File: src/rtl/vend_pkg.sv
`default_nettype none
// ============================================================================
// Module   : vend_pkg
// Purpose  : Shared types, prices and limits for the vending dispense
//            scheduler.
// Revision : 1.0 - initial release
// ============================================================================
package vend_pkg;

    typedef enum logic [1:0] {
        ST_IDLE     = 2'd0,
        ST_DISPENSE = 2'd1,
        ST_CHANGE   = 2'd2
    } state_t;

    localparam logic [5:0] PRICE_A    = 6'd15;
    localparam logic [5:0] PRICE_B    = 6'd20;
    localparam logic [5:0] PRICE_C    = 6'd25;
    localparam logic [5:0] PRICE_D    = 6'd30;
    localparam logic [5:0] CREDIT_MAX = 6'd60;
    localparam int         TIMEOUT    = 200;

    // Last count value of the motor timeout; the counter starts at 0 in the
    // first DISPENSE cycle, so hitting this value means TIMEOUT cycles elapsed.
    localparam int         TMR_W      = 8;
    localparam logic [TMR_W-1:0] TMR_LAST = TMR_W'(TIMEOUT - 1);

    function automatic logic [5:0] price_of(input logic [1:0] idx);
        case (idx)
            2'd0:    price_of = PRICE_A;
            2'd1:    price_of = PRICE_B;
            2'd2:    price_of = PRICE_C;
            default: price_of = PRICE_D;
        endcase
    endfunction

    function automatic logic [1:0] onehot_to_idx(input logic [3:0] oh);
        onehot_to_idx = 2'd0;
        if (oh[1]) onehot_to_idx = 2'd1;
        if (oh[2]) onehot_to_idx = 2'd2;
        if (oh[3]) onehot_to_idx = 2'd3;
    endfunction

endpackage
`default_nettype wire

File: src/rtl/rr_arb4.sv
`default_nettype none
// ============================================================================
// Module   : rr_arb4
// Purpose  : 4-way round-robin arbiter. The search starts at the requester
//            after the most recently granted one; pointer resets to 0.
// Revision : 1.0 - initial release
// ============================================================================
module rr_arb4 (
    input  logic       clk,
    input  logic       rst,
    input  logic [3:0] eligible,
    input  logic       advance,
    output logic [3:0] grant
);

    logic [1:0] r_ptr;
    logic [1:0] w_cand;
    logic [1:0] w_win;
    logic       w_found;

    // Pick the first eligible requester at or after the pointer, wrapping.
    always_comb begin
        grant   = '0;
        w_win   = '0;
        w_found = 1'b0;
        w_cand  = '0;
        for (int i = 0; i < 4; i++) begin
            w_cand = r_ptr + 2'(i);
            if (!w_found && eligible[w_cand]) begin
                w_found       = 1'b1;
                w_win         = w_cand;
                grant[w_cand] = 1'b1;
            end
        end
    end

    // Move the pointer past the winner only when the grant is consumed.
    always_ff @(posedge clk) begin
        if (rst) begin
            r_ptr <= 2'd0;
        end else if (advance && w_found) begin
            r_ptr <= w_win + 2'd1;
        end
    end

endmodule
`default_nettype wire

File: src/rtl/vend_dispense_sched.sv
`default_nettype none
// ============================================================================
// Module   : vend_dispense_sched
// Purpose  : Coin credit accounting, round-robin product grant to a shared
//            dispense motor with timeout/refund, and coin change return.
// Revision : 1.0 - initial release
// ============================================================================
module vend_dispense_sched
    import vend_pkg::*;
(
    input  logic       clk,
    input  logic       rst,
    input  logic       coin_5,
    input  logic       coin_10,
    input  logic [3:0] sel,
    input  logic       motor_done,
    output logic [3:0] disp,
    output logic       change_5,
    output logic       change_10,
    output logic       coin_reject,
    output logic [5:0] credit,
    output logic       busy,
    output logic       fault
);

    state_t           r_state, w_state_nxt;
    logic [5:0]       r_credit, w_credit_nxt;
    logic [3:0]       r_disp, w_disp_nxt;
    logic             r_change_5, w_change_5_nxt;
    logic             r_change_10, w_change_10_nxt;
    logic             r_coin_reject, w_coin_reject_nxt;
    logic             r_busy;
    logic             r_fault, w_fault_nxt;
    logic [TMR_W-1:0] r_tmr, w_tmr_nxt;
    logic [1:0]       r_idx, w_idx_nxt;
    logic             r_gap, w_gap_nxt;

    logic [3:0]       w_eligible;
    logic [3:0]       w_grant;
    logic             w_coin_any;
    logic [6:0]       w_coin_sum;

    // A simultaneous 5 and 10 is a single 15-unit event.
    assign w_coin_any = coin_5 | coin_10;
    assign w_coin_sum = {1'b0, r_credit}
                      + (coin_5  ? 7'd5  : 7'd0)
                      + (coin_10 ? 7'd10 : 7'd0);

    // Eligibility uses the credit held before any same-cycle coin.
    always_comb begin
        w_eligible = '0;
        for (int i = 0; i < 4; i++) begin
            w_eligible[i] = (r_state == ST_IDLE) && sel[i] && !r_fault
                         && (r_credit >= price_of(2'(i)));
        end
    end

    rr_arb4 u_arb (
        .clk      (clk),
        .rst      (rst),
        .eligible (w_eligible),
        .advance  (|w_grant),
        .grant    (w_grant)
    );

    // Next-state and next-output decode for the scheduler.
    always_comb begin
        w_state_nxt       = r_state;
        w_credit_nxt      = r_credit;
        w_disp_nxt        = '0;
        w_change_5_nxt    = 1'b0;
        w_change_10_nxt   = 1'b0;
        w_coin_reject_nxt = 1'b0;
        w_fault_nxt       = r_fault;
        w_tmr_nxt         = r_tmr;
        w_idx_nxt         = r_idx;
        w_gap_nxt         = r_gap;

        case (r_state)
            ST_IDLE: begin
                if (w_coin_any) begin
                    if (w_coin_sum <= {1'b0, CREDIT_MAX}) begin
                        w_credit_nxt = w_coin_sum[5:0];
                    end else begin
                        w_coin_reject_nxt = 1'b1;
                    end
                end
                if (|w_grant) begin
                    w_disp_nxt  = w_grant;
                    w_idx_nxt   = onehot_to_idx(w_grant);
                    w_tmr_nxt   = '0;
                    w_state_nxt = ST_DISPENSE;
                end
            end
            ST_DISPENSE: begin
                w_coin_reject_nxt = w_coin_any;
                if (motor_done) begin
                    w_credit_nxt = r_credit - price_of(r_idx);
                    w_gap_nxt    = 1'b0;
                    w_state_nxt  = ST_CHANGE;
                end else if (r_tmr == TMR_LAST) begin
                    // Motor never finished: flag it and refund everything.
                    w_fault_nxt  = 1'b1;
                    w_gap_nxt    = 1'b0;
                    w_state_nxt  = ST_CHANGE;
                end else begin
                    w_tmr_nxt    = r_tmr + 1'b1;
                end
            end
            ST_CHANGE: begin
                w_coin_reject_nxt = w_coin_any;
                if (r_gap) begin
                    // Spacer cycle after each returned coin.
                    w_gap_nxt = 1'b0;
                    if (r_credit == 6'd0) begin
                        w_state_nxt = ST_IDLE;
                    end
                end else if (r_credit >= 6'd10) begin
                    w_change_10_nxt = 1'b1;
                    w_credit_nxt    = r_credit - 6'd10;
                    w_gap_nxt       = 1'b1;
                end else if (r_credit >= 6'd5) begin
                    w_change_5_nxt  = 1'b1;
                    w_credit_nxt    = r_credit - 6'd5;
                    w_gap_nxt       = 1'b1;
                end else begin
                    w_state_nxt     = ST_IDLE;
                end
            end
            default: begin
                w_state_nxt = ST_IDLE;
            end
        endcase
    end

    // State and registered outputs.
    always_ff @(posedge clk) begin
        if (rst) begin
            r_state       <= ST_IDLE;
            r_credit      <= '0;
            r_disp        <= '0;
            r_change_5    <= 1'b0;
            r_change_10   <= 1'b0;
            r_coin_reject <= 1'b0;
            r_busy        <= 1'b0;
            r_fault       <= 1'b0;
            r_tmr         <= '0;
            r_idx         <= '0;
            r_gap         <= 1'b0;
        end else begin
            r_state       <= w_state_nxt;
            r_credit      <= w_credit_nxt;
            r_disp        <= w_disp_nxt;
            r_change_5    <= w_change_5_nxt;
            r_change_10   <= w_change_10_nxt;
            r_coin_reject <= w_coin_reject_nxt;
            r_busy        <= (w_state_nxt != ST_IDLE);
            r_fault       <= w_fault_nxt;
            r_tmr         <= w_tmr_nxt;
            r_idx         <= w_idx_nxt;
            r_gap         <= w_gap_nxt;
        end
    end

    assign disp        = r_disp;
    assign change_5    = r_change_5;
    assign change_10   = r_change_10;
    assign coin_reject = r_coin_reject;
    assign credit      = r_credit;
    assign busy        = r_busy;
    assign fault       = r_fault;

endmodule
`default_nettype wire

File: config.mk
export PLATFORM = sky130hd
export DESIGN_NAME = vend_dispense_sched
export DESIGN_NICKNAME = d
export VERILOG_FILES = /design/src/rtl/vend_pkg.sv /design/src/rtl/rr_arb4.sv /design/src/rtl/vend_dispense_sched.sv
export SDC_FILE = /design/constraint.sdc
export NUM_CORES = 1
export LEC_CHECK = 0
export ABC_AREA = 1
export BUFFER_PORTS_ARGS = -buffer_cell sky130_fd_sc_hd__buf_2
export CORE_AREA = 2 2 75 77
export DETAILED_ROUTE_END_ITERATION = 8
export DIE_AREA = 0 0 77 79
export GPL_ROUTABILITY_DRIVEN = 0
export PLACE_DENSITY = 0.81
export SLEW_MARGIN = 40
export SYNTH_ARGS = -nofsm -noshare
export SYNTH_HDL_FRONTEND = slang
export SYNTH_SLANG_ARGS = --single-unit
export TNS_END_PERCENT = 100
File: constraint.sdc
create_clock -name clk -period 6.6 [get_ports clk]
set_input_delay 1.32 -clock clk [delete_from_list [all_inputs] [get_ports clk]]
set_output_delay 1.32 -clock clk [all_outputs]
set_load 0.005 [all_outputs]
==> impl_metrics.py, run 1 <==
metrics = {
    "pwr": {
        "clockPowerShare_pct": 9.6,
        "cellInternalPower_mw": 0.717,
        "swShare_pct": 56.1,
        "power.density_nw_per_um2": 535,
        "vdd_ir_drop_max_v": 0.000203,
        "leakage_nw": 1.45,
        "seq_power_share_pct": 19.4,
        "comb_power_share_pct": 71.0,
        "p_switching_mw": 0.917,
    },
    "grt": {
        "gr-total-overflow": 0,
        "grt_first_pass_wirelength_mm": 11.1,
        "grt_start_max_net_pins": 18,
        "grtUsageTotal_pct": 22.2,
        "grt_pass1_vias": 2483,
        "antenna_found_initial": 0,
    },
    "drt": {
        "wire_per_inst_um": 13.1,
        "wirelength_mm": 6.55,
        "drc": 0,
        "dr.pass1.iters": 5,
        "drt_iter0_markers": 195,
        "ant_nets": 0,
        "via_per_inst": 5.38,
        "vias": 2695,
    },
    "layout": {
        "multi_input_area_sq_um": 1980,
        "diodes": 0,
        "nets": 473,
        "layout-drive-gt1-share_pct": 18.4,
        "final_cell_mix": "nand2_1, nor2_1, inv_1, nand3_1, ha_1",
        "stdcell_count": 501,
        "final_common_cell": "nand2_1",
        "fillCellCount": 514,
        "regArea_sq_um": 601,
        "layout-area-overhead-vs-synth_pct": 10.2,
    },
    "worst_setup_path": {
        "worstPathRequired_ns": 6.76,
        "cp_max_fo": 10,
        "endpoint_kind": "flip-flop",
        "crit_arrival_ns": 3.43,
        "startpoint_type": "primary input",
        "criticalPathCategory": "in2reg",
    },
    "synth": {
        "ys_warn_count": 0,
        "syn_nets": 448,
        "postSynthCellCount": 403,
        "ys.flop_type": "dfxtp_1",
        "async_reset_ff_share_pct": 0,
        "avgSynthCellArea_sq_um": 6.88,
        "synth_area_sq_um": 2770,
        "synth_cell_types": 40,
        "synth_edf_count": 0,
        "ys_seq_elements": 30,
        "ys_seq_area_share_pct": 21.7,
    },
    "floorplanning": {
        "core_sq_um": 5340,
        "dieArea_sq_um": 6080,
        "pin_count": 24,
        "start_util_pct": 52.0,
        "core.rowCount": 27,
        "fp.dieH_um": 79,
        "fp.dieW_um": 77,
    },
    "clock_tree": {
        "hold_buffers": 0,
        "clk_path_buf_depth": 2,
        "cts_setup_buffers": 0,
        "path_clk_slew_ns": 0.07,
        "cts_tree": "done",
        "cts-root-buf": "clkbuf_8",
        "htreeDepth": 2,
        "clk_latency_ns": 0.29,
        "cts_resized": 0,
        "cts_sinks": 30,
        "cts_buffers": 5,
    },
    "timing": {
        "period_needed_ns": 3.26,
        "tns_ns": 0,
        "rsz0062_at_grt": "false",
        "finalClockSkew_ns": 0.0112,
        "fmax_mhz": 306,
        "report.final.slew_viol_count": 0,
        "setup_violations": 0,
        "timing.hold.ws_ns": 0.499,
        "period_share_pct": 49.5,
        "slew_headroom_pct": 49.9,
        "hold_viol": 0,
        "tightest_slew_ns": 0.733,
    },
    "run_status": {
        "status": "finished, final reports clean",
    },
    "placed_design": {
        "dp_cells": 493,
        "dp.final_hpwl_mm": 4.89,
        "port_buffers": 23,
    },
    "flow_run": {
        "drv_cap": 0,
    },
    "hold_path": {
        "hold_path_class": "reg2reg",
    },
}
Yosys cell counts (all sizes together) (2+ instances only):
cell type | n | area share, %
nand2 | 94 | 15
nor2 | 50 | 8.3
inv | 46 | 6.2
nand3 | 43 | 9.6
ha | 34 | 15
o21ai | 32 | 5.9
dfxtp | 30 | 22
a21oi | 28 | 5.9
nand4 | 8 | 1.8
xor2 | 7 | 2.2
a21boi | 4 | 1.2
clkbuf | 4 | 0.54
nor3 | 4 | 0.72
xnor2 | 3 | 0.95
fa | 2 | 1.4
o211ai | 2 | 0.54
or2 | 2 | 0.45
layer usage:
metal	GRT usage (%)	wire, um	up-vias
met2	39.3	3180	66
met1	28.4	2990	1228
met3	3.18	299	10
li1	-	-	1391
met5	0	0	-
met4	5.71	74	0
cell type report:
cell class                      instances  share of cell area, %
Tap cell                               72                   2.95
Timing Repair Buffer                   23                   3.77
Multi-Input combinational cell        321                   64.8
Inverter                               47                   5.77
Sequential cell                        30                   19.6
Clock buffer                            6                   2.70
Clock inverter                          2                  0.409
kinds of logic (layout without fill, tap and decap cells):
kind of cell,count (synthesis),count (layout),synth area share [%]
XOR/XNOR,10,10,3.16
AO/OA/AOI/OAI,72,72,15.2
adder cells (fa/ha/maj),36,36,16.8
flip-flops,30,30,21.7
buffers and inverters,52,78,7.08
AND/OR/NAND/NOR,203,203,36.1
flip-flops by register name, indices dropped and copies added (netlist names):
register,flops
r_gap,1
coin_reject,1
disp,4
r_state,2
credit,6
u_arb.r_ptr,2
r_tmr,8
busy,1
fault,1
change_10,1
r_idx,2
change_5,1
power groups by stage:
stage	Clock, mW	Combinational [mW]	Sequential [mW]
2_1_floorplan	0	0.913	0.295
4_1_cts	0.160	1.15	0.316
3_5_place_dp	0	1.14	0.320
5_1_grt	0.166	1.31	0.322
6_report	0.157	1.16	0.317
3_3_place_gp	0	1.11	0.316
worst paths after layout:
path | slack, ns | start | to | cells past startpoint
min reg2reg | 0.50 | r_tmr[7] | r_tmr[7] | 2
max | 3.34 | coin_5 | credit[3] | 15
max reg2reg | 3.54 | credit[1] | r_tmr[1] | 18
min | 0.50 | r_tmr[7] | r_tmr[7] | 2
critical path: stages:
cell and delay [ns]:
buf_2 0.12, ha_1 0.22, fa_1 0.40, nand3_1 0.12, nand2_1 0.06, nand2_1 0.08
nand2_1 0.05, inv_1 0.07, nand4_1 0.12, o21ai_0 0.10, o211ai_1 0.15, nand2_1 0.12
clkinv_1 0.20, o21ai_0 0.24, nor2_1 0.06
through the flow:
stage               instance area [sq um]  worst slack [ns]  utilization (%)  power [mW]
floorplan                            2770              3.44                -        1.21
detailed placement                   2960              3.08             55.4        1.46
CTS                                  3050              3.37             57.2        1.63
global placement                     2960              3.18             55.4        1.43
global route                         3060              3.05             57.3        1.80
finish                               3060              3.34             57.3        1.63
No activity file was read; power rests on OpenSTA's default activity.
==> run 2, diff against run 1 <==
ABC_AREA = 0   (was 1)
CORE_AREA = 2 2 74 76   (was 2 2 75 77)
DIE_AREA = 0 0 76 78   (was 0 0 77 79)
PLACE_DENSITY = 0.85   (was 0.81)
clock period = 2.64 ns   (was 6.6 ns; I/O delays follow)
==> run 2 against run 1 <==
The run now ends with negative setup slack left; power up 130%; clock skew fell by 0.0075 ns; cell count up 5.2%; non-clock buffer count is 94 higher; synthesized cell count is 14% lower; final area grew 36%; combinational power is 130% higher; core utilization is 25 points higher; critical path type is now reg2reg; critical endpoint is now r_tmr[7]; largest cell class unchanged.
==> impl_metrics.py, run 2 <==
metrics = {
    "synth": {
        "avgSynthCellArea_sq_um": 7.98,
        "synth_compound_area_share_pct": 29.5,
        "synth-adder-area-share_pct": 16.8,
        "ys_seq_elements": 30,
        "ys_warn_count": 0,
        "synth-simple-area-share_pct": 22.6,
        "synth_mux_area_share_pct": 2.21,
        "synth_area_sq_um": 2770,
        "synth_cell_types": 61,
        "synth_top_cell_area_share_pct": 21.7,
        "async_reset_ff_share_pct": 0,
        "syn_nets": 392,
        "postSynthCellCount": 347,
        "synthXorXnorAreaFrac_pct": 2.21,
        "ys_seq_area_share_pct": 21.7,
        "yosysTopAreaCell": "dfxtp_1",
        "synth_top_family_by_area": "compound AO/OA/AOI/OAI gates",
        "synth_edf_count": 0,
        "yosys-top-cells-area": "dfxtp_1, ha_1, a21oi_1",
        "ys.flop_type": "dfxtp_1",
        "synth_most_common_cell": "ha_1",
        "synth_commonest_cells": "ha_1, a21oi_1, dfxtp_1, nor2_1, nand2_1",
    },
    "timing": {
        "setup_ws_ns": -0.841,
        "report.final.slew_viol_count": 0,
        "slew_headroom_pct": 51.0,
        "tightest_slew_ns": 0.731,
        "tns_ns": -12.44,
        "setup_violations": 24,
        "rsz0062_at_grt": "true",
        "period_needed_ns": 3.48,
        "hold_viol": 0,
        "period_share_pct": 132,
        "fmax_mhz": 287,
        "timing.hold.ws_ns": 0.505,
        "finalClockSkew_ns": 0.00372,
    },
    "floorplanning": {
        "core.rowCount": 26,
        "pin_count": 24,
        "fp.dieH_um": 78,
        "start_util_pct": 54.9,
        "dieArea_sq_um": 5930,
        "core_sq_um": 5040,
        "fp.dieW_um": 76,
    },
    "layout": {
        "largest_reg_flops": 8,
        "final_common_cell": "buf_4",
        "regArea_sq_um": 609,
        "multi_input_area_sq_um": 2370,
        "diodes": 0,
        "nets": 502,
        "final_util_pct": 82.2,
        "final_cell_mix": "buf_4, ha_1, dfxtp_1",
        "fin_area_sq_um": 4140,
        "largest-register": "r_tmr",
        "fillCellCount": 260,
        "layout-area-overhead-vs-synth_pct": 49.6,
        "layout-drive-gt1-share_pct": 40.7,
    },
    "pwr": {
        "cellInternalPower_mw": 2.03,
        "p_switching_mw": 1.75,
        "vdd_ir_drop_max_v": 0.000554,
        "power.density_nw_per_um2": 912,
        "clockPowerShare_pct": 13.3,
        "seq_power_share_pct": 15.9,
        "swShare_pct": 46.4,
        "leakage_nw": 1.76,
        "comb_power_share_pct": 70.7,
        "p_total_mw": 3.78,
    },
    "grt": {
        "grtUsageTotal_pct": 34.5,
        "gr-total-overflow": 0,
        "antenna_found_initial": 1,
        "grt_start_max_net_pins": 30,
        "grt_first_pass_wirelength_mm": 16.3,
        "grt_pass1_vias": 3349,
    },
    "run_status": {
        "violations": "negative setup slack",
        "status": "finished with violations",
    },
    "clock_tree": {
        "cts_sinks": 30,
        "hold_buffers": 0,
        "clk_path_buf_depth": 2,
        "htreeDepth": 2,
        "cts_tree": "done",
        "cts-root-buf": "clkbuf_8",
        "cts_buffers": 5,
        "path_clk_slew_ns": 0.07,
        "clk_latency_ns": 0.29,
    },
    "drt": {
        "drt_iter0_markers": 456,
        "ant_nets": 0,
        "vias": 3739,
        "via_per_inst": 7.09,
        "wire_per_inst_um": 23.6,
        "dr.pass1.iters": 6,
        "wirelength_mm": 12.4,
        "drc": 0,
    },
    "hold_path": {
        "hold_end": "r_tmr[7]",
        "hold_depth": 2,
        "min_from": "r_tmr[7]",
        "hold_path_class": "reg2reg",
    },
    "worst_setup_path": {
        "cp_max_fo": 7,
        "worstReg2RegStart": "r_state[0]",
        "rr_worst_depth": 15,
        "startpoint_type": "flip-flop",
        "endpoint_kind": "flip-flop",
        "r2r_slack_ns": -0.84,
        "worstPathRequired_ns": 2.86,
        "crit_arrival_ns": 3.70,
        "reg2reg_to": "r_tmr[7]",
        "criticalPathCategory": "reg2reg",
    },
    "flow_run": {
        "drv_cap": 0,
    },
    "placed_design": {
        "port_buffers": 23,
        "placed_area_sq_um": 3530,
        "dp.final_hpwl_mm": 6.16,
    },
}
==> run 2: cell types whose count changed in the layout (fill, tap and decap cells not counted), sizes merged, moves of 7 or more <==
cell   delta
or3       +7
o21ai     -9
nand2    -71
buf      +94
a21o     +10
nor2     -21
inv      -28
nand3    -30
==> run 2: metal layers <==
metal  global-route usage [%]  vias to the layer above  wire [um]
met1                     40.6                     1702       4300
met5                        0                        -         13
met2                     59.5                      386       5420
met3                     6.40                      128       1460
li1                         -                     1521          -
met4                     18.9                        2       1240
==> run 2: kinds of logic (layout without fill, tap and decap cells) <==
group,after synthesis,after routing
mux,6,6
compound gates,118,118
buf+inv,32,142
fa+ha+maj,36,36
flops,30,30
xor+xnor,7,7
simple gates,118,118
==> run 2: through the flow <==
stage | setup slack (ns) | cells
floorplan | -0.355 | 347
global placement | -0.467 | 498
detailed placement | -0.593 | 498
CTS | -0.594 | 519
global route | -0.912 | 527
finish | -0.841 | 527
==> run 2: power by group through the flow <==
stage	registers, mW	logic (mW)	clock network, mW
final	0.602	2.67	0.505
after global routing	0.605	2.80	0.512
after CTS	0.586	2.12	0.488
after detailed placement	0.593	1.92	0
after global placement	0.590	1.85	0
after floorplan	0.613	1.18	0
==> run 2: worst max-delay path, cell delays in order, from the launching register on <==
cell,delay [ns]
dfxtp_1,0.33
inv_1,0.09
ha_1,0.19
buf_4,0.18
inv_1,0.10
nor3_2,0.40
o21ai_4,0.20
a221oi_4,0.38
a222oi_1,0.20
a21bo_2,0.28
buf_6,0.11
nor4_4,0.04
buf_4,0.14
buf_6,0.13
or4_1,0.50
a21oi_1,0.15
==> run 2: final cells by class <==
class / count / area share, %
Multi-Input combinational cell: 285 / 57.3
Clock buffer: 6 / 1.99
Clock inverter: 1 / 0.725
Tap cell: 70 / 2.11
Inverter: 18 / 1.75
Sequential cell: 30 / 14.7
Timing Repair Buffer: 117 / 21.4
==> run 2: worst max-delay path by stage <==
stage / startpoint / depth (start not counted) / endpoint / slack, ns
after global placement: credit[1] / 12 / r_tmr[3] / -0.47
after detailed placement: credit[1] / 12 / r_tmr[3] / -0.59
after CTS: credit[1] / 12 / r_tmr[3] / -0.59
final: r_state[0] / 15 / r_tmr[7] / -0.84
after global routing: r_state[0] / 15 / r_tmr[7] / -0.91
after floorplan: credit[1] / 12 / busy / -0.35
==> run 2: what timing repair did <==
action | 4_1_cts | 5_1_grt
endpoints found under the hold margin | 0 | 0
cloned | 1 | 0
setup buffers | 13 | 11
pin swaps | 27 | 21
resized for setup | 33 | 46
endpoints found under the setup margin | 19 | 25
==> run 3, diff against run 2 <==
CELL_PAD_IN_SITES_DETAIL_PLACEMENT = 1   (was default)
CELL_PAD_IN_SITES_GLOBAL_PLACEMENT = 1   (was default)
CORE_AREA = 2 2 85 87   (was 2 2 74 76)
DIE_AREA = 0 0 87 89   (was 0 0 76 78)
PLACE_DENSITY = 0.84   (was 0.85)
SETUP_SLACK_MARGIN = 0.2   (was default)
SYNTH_HIERARCHICAL = 1   (was default)
==> run 3 against run 2 <==
The run still ends with negative setup slack left; combinational power is 26% higher; routed wire length up 4.5%; register-to-register slack worse by 0.02 ns; power up 17%; critical path depth grew 1; first-iteration DRC count down 29%; via count decreased by 10%; sequential share of layout area rose by 0.52 points; global-route usage decreased by 6.3 points; critical path type unchanged; highest routed layer is now met4.
==> impl_metrics.py, run 3 <==
metrics = {
    "floorplanning": {
        "core.rowCount": 30,
        "core_sq_um": 6720,
        "fp.dieH_um": 89,
        "dieArea_sq_um": 7740,
        "fp.dieW_um": 87,
        "start_util_pct": 40.6,
        "pin_count": 24,
    },
    "worst_setup_path": {
        "crit_buf_inv": 4,
        "startpoint_type": "flip-flop",
        "cp_max_fo": 7,
        "worstReg2RegStart": "r_state[1]",
        "crit_chain": "inv_2 > ha_4 > inv_4 > nor2_4 > nand2_1 > a21oi_1 > mux4_2 > nor2b_4 > a22oi_2 > o21ai_2 > or4_4 > buf_4 > nand2_2 > o21ai_1 > buf_4 > nor2_1",
        "path_delay_family": "simple AND/OR/NAND/NOR gates",
        "endpoint_kind": "flip-flop",
        "cpMostUsedCell": "buf_4",
        "slowest_stage": "or4_4",
        "max_stage_delay_ns": 0.57,
        "worstSetupStartpoint": "r_state[1]",
        "criticalPathCategory": "reg2reg",
        "rr_worst_depth": 16,
        "path_depth": 16,
        "worstPathRequired_ns": 2.87,
        "crit_arrival_ns": 3.73,
    },
    "timing": {
        "period_needed_ns": 3.50,
        "finalClockSkew_ns": 0.00921,
        "fmax_mhz": 286,
        "setup_ws_ns": -0.863,
        "tightest_slew_ns": 0.589,
        "rsz0062_at_grt": "true",
        "hold_viol": 0,
        "setup_violations": 20,
        "slew_headroom_pct": 60.5,
        "period_share_pct": 133,
        "report.final.slew_viol_count": 0,
    },
    "synth": {
        "async_reset_ff_share_pct": 0,
        "synth_most_common_cell": "ha_1",
        "synth_edf_count": 0,
        "synth_area_sq_um": 2730,
        "ys_seq_elements": 30,
        "syn_nets": 380,
        "synth_commonest_cells": "ha_1, dfxtp_1, nor2_1, o21ai_0, inv_1",
        "synth_cell_types": 64,
        "ys_warn_count": 6,
        "postSynthCellCount": 337,
        "yosys-top-cells-area": "dfxtp_1, ha_1, o21ai_0",
        "ys.flop_type": "dfxtp_1",
        "avgSynthCellArea_sq_um": 8.09,
        "synth_top_cell_area_share_pct": 22.0,
        "ys_seq_area_share_pct": 22.0,
        "yosysTopAreaCell": "dfxtp_1",
    },
    "clock_tree": {
        "cts_tree": "done",
        "cts-root-buf": "clkbuf_8",
        "cts_sinks": 30,
        "htreeDepth": 2,
        "cts_buffers": 5,
        "clk_path_buf_depth": 2,
        "path_clk_slew_ns": 0.07,
        "clk_latency_ns": 0.29,
    },
    "drt": {
        "vias": 3365,
        "drt_iter0_markers": 325,
        "dr.pass1.iters": 5,
        "via_per_inst": 6.61,
        "wirelength_mm": 13.0,
        "drc": 0,
        "wire_per_inst_um": 25.5,
        "ant_nets": 0,
    },
    "layout": {
        "final_common_cell": "buf_4",
        "layout-drive-gt1-share_pct": 43.4,
        "layout-area-overhead-vs-synth_pct": 47.5,
        "nets": 471,
        "fillCellCount": 788,
        "final_util_pct": 59.8,
        "largest-register": "r_tmr",
        "multi_input_area_sq_um": 2360,
        "largest_reg_flops": 8,
        "regArea_sq_um": 612,
        "fin_area_sq_um": 4020,
        "diodes": 0,
        "final_cell_mix": "buf_4, ha_1, nor2_1, dfxtp_1, buf_2",
        "stdcell_count": 509,
    },
    "hold_path": {
        "hold_path_class": "reg2reg",
        "hold_depth": 2,
        "min_from": "r_tmr[1]",
    },
    "run_status": {
        "violations": "negative setup slack",
        "status": "finished with violations",
    },
    "pwr": {
        "vdd_ir_drop_max_v": 0.000692,
        "leakage_nw": 1.69,
        "p_total_mw": 4.43,
        "power.density_nw_per_um2": 1100,
    },
    "grt": {
        "gr-total-overflow": 0,
        "grt_pass1_vias": 3245,
        "grtUsageTotal_pct": 28.2,
        "antenna_found_initial": 0,
        "grt_start_max_net_pins": 18,
        "grt_first_pass_wirelength_mm": 16.8,
    },
    "flow_run": {
        "drv_cap": 0,
    },
    "placed_design": {
        "dp.final_hpwl_mm": 6.90,
        "port_buffers": 23,
        "dp_cells": 480,
        "placed_area_sq_um": 3410,
        "post-place-ws_ns": -0.789,
    },
}
run 3: changes by cell type in the layout (fill, tap and decap cells not counted), sizes merged, moves of 4 or more:
cell | before | now
a221oi | 5 | 1
or3 | 7 | 1
o41ai | 0 | 4
nand2 | 23 | 18
nor2b | 4 | 8
buf | 117 | 101
a21o | 10 | 2
xnor2 | 5 | 10
inv | 18 | 24
a21oi | 33 | 20
a22oi | 1 | 9
and3 | 3 | 8
run 3: timing repair:
item                       4_1_cts  5_1_grt
setup endpoints to repair       25       26
resized for setup               42       36
gates cloned                     0        0
buffers inserted                10       11
hold buffers                     0        0
pin swaps                       18       22
run 3: final cells by class:
class / count / area share [%]
Sequential cell: 30 / 15.2
Timing Repair Buffer: 101 / 18.9
Clock buffer: 6 / 2.05
Multi-Input combinational cell: 267 / 58.6
Tap cell: 80 / 2.49
Inverter: 23 / 2.40
Clock inverter: 2 / 0.280
run 3: cells by family (layout without fill, tap and decap cells):
group                    after synthesis  count (layout)  synth area share (%)
AO/OA/AOI/OAI                         99              99                  25.1
XOR/XNOR                              15              15                  4.82
adder cells (fa/ha/maj)               34              34                  16.2
buffers and inverters                 40             132                  6.11
flip-flops                            30              30                  22.0
multiplexers                           9               9                  4.22
AND/OR/NAND/NOR                      110             110                  21.6
run 3: report_power, final:
| part | internal, mW | total [mW] | switching (mW) |
|---|---|---|---|
| logic | 1.44 | 3.37 | 1.93 |
| clock network | 0.210 | 0.412 | 0.202 |
| registers | 0.550 | 0.645 | 0.0950 |
run 3: worst reg2reg max path: stages (launching register included):
cell and delay, ns:
dfxtp_2 0.33, inv_2 0.08, ha_4 0.16, inv_4 0.04, nor2_4 0.16, nand2_1 0.09, a21oi_1 0.39, mux4_2 0.48
nor2b_4 0.11, a22oi_2 0.20, o21ai_2 0.13, or4_4 0.58, buf_4 0.19, nand2_2 0.11, o21ai_1 0.08, buf_4 0.20
nor2_1 0.12
run 3: final timing paths:
check        endpoint  slack, ns
max          r_tmr[0]      -0.86
min          r_tmr[1]       0.53
max reg2reg  r_tmr[0]      -0.86
min reg2reg  r_tmr[1]       0.53
run 3: metrics by stage:
| step | setup TNS [ns] | hold WS, ns |
|---|---|---|
| after global placement | -7.69 | 0.465 |
| final | -12.72 | 0.525 |
| after floorplan | -7.31 | 0.449 |
| after detailed placement | -9.63 | 0.479 |
| after CTS | -8.29 | 0.493 |
| after global routing | -15.23 | 0.541 |
run 3: routing by layer:
metal / up-vias / GRT usage, % / part of all wire, %
met3: 77 / 6.46 / 8.0
met2: 229 / 49.3 / 49
li1: 1417 / - / -
met1: 1642 / 33.4 / 38
met4: 0 / 11.2 / 5.3
met5: - / 0 / 0
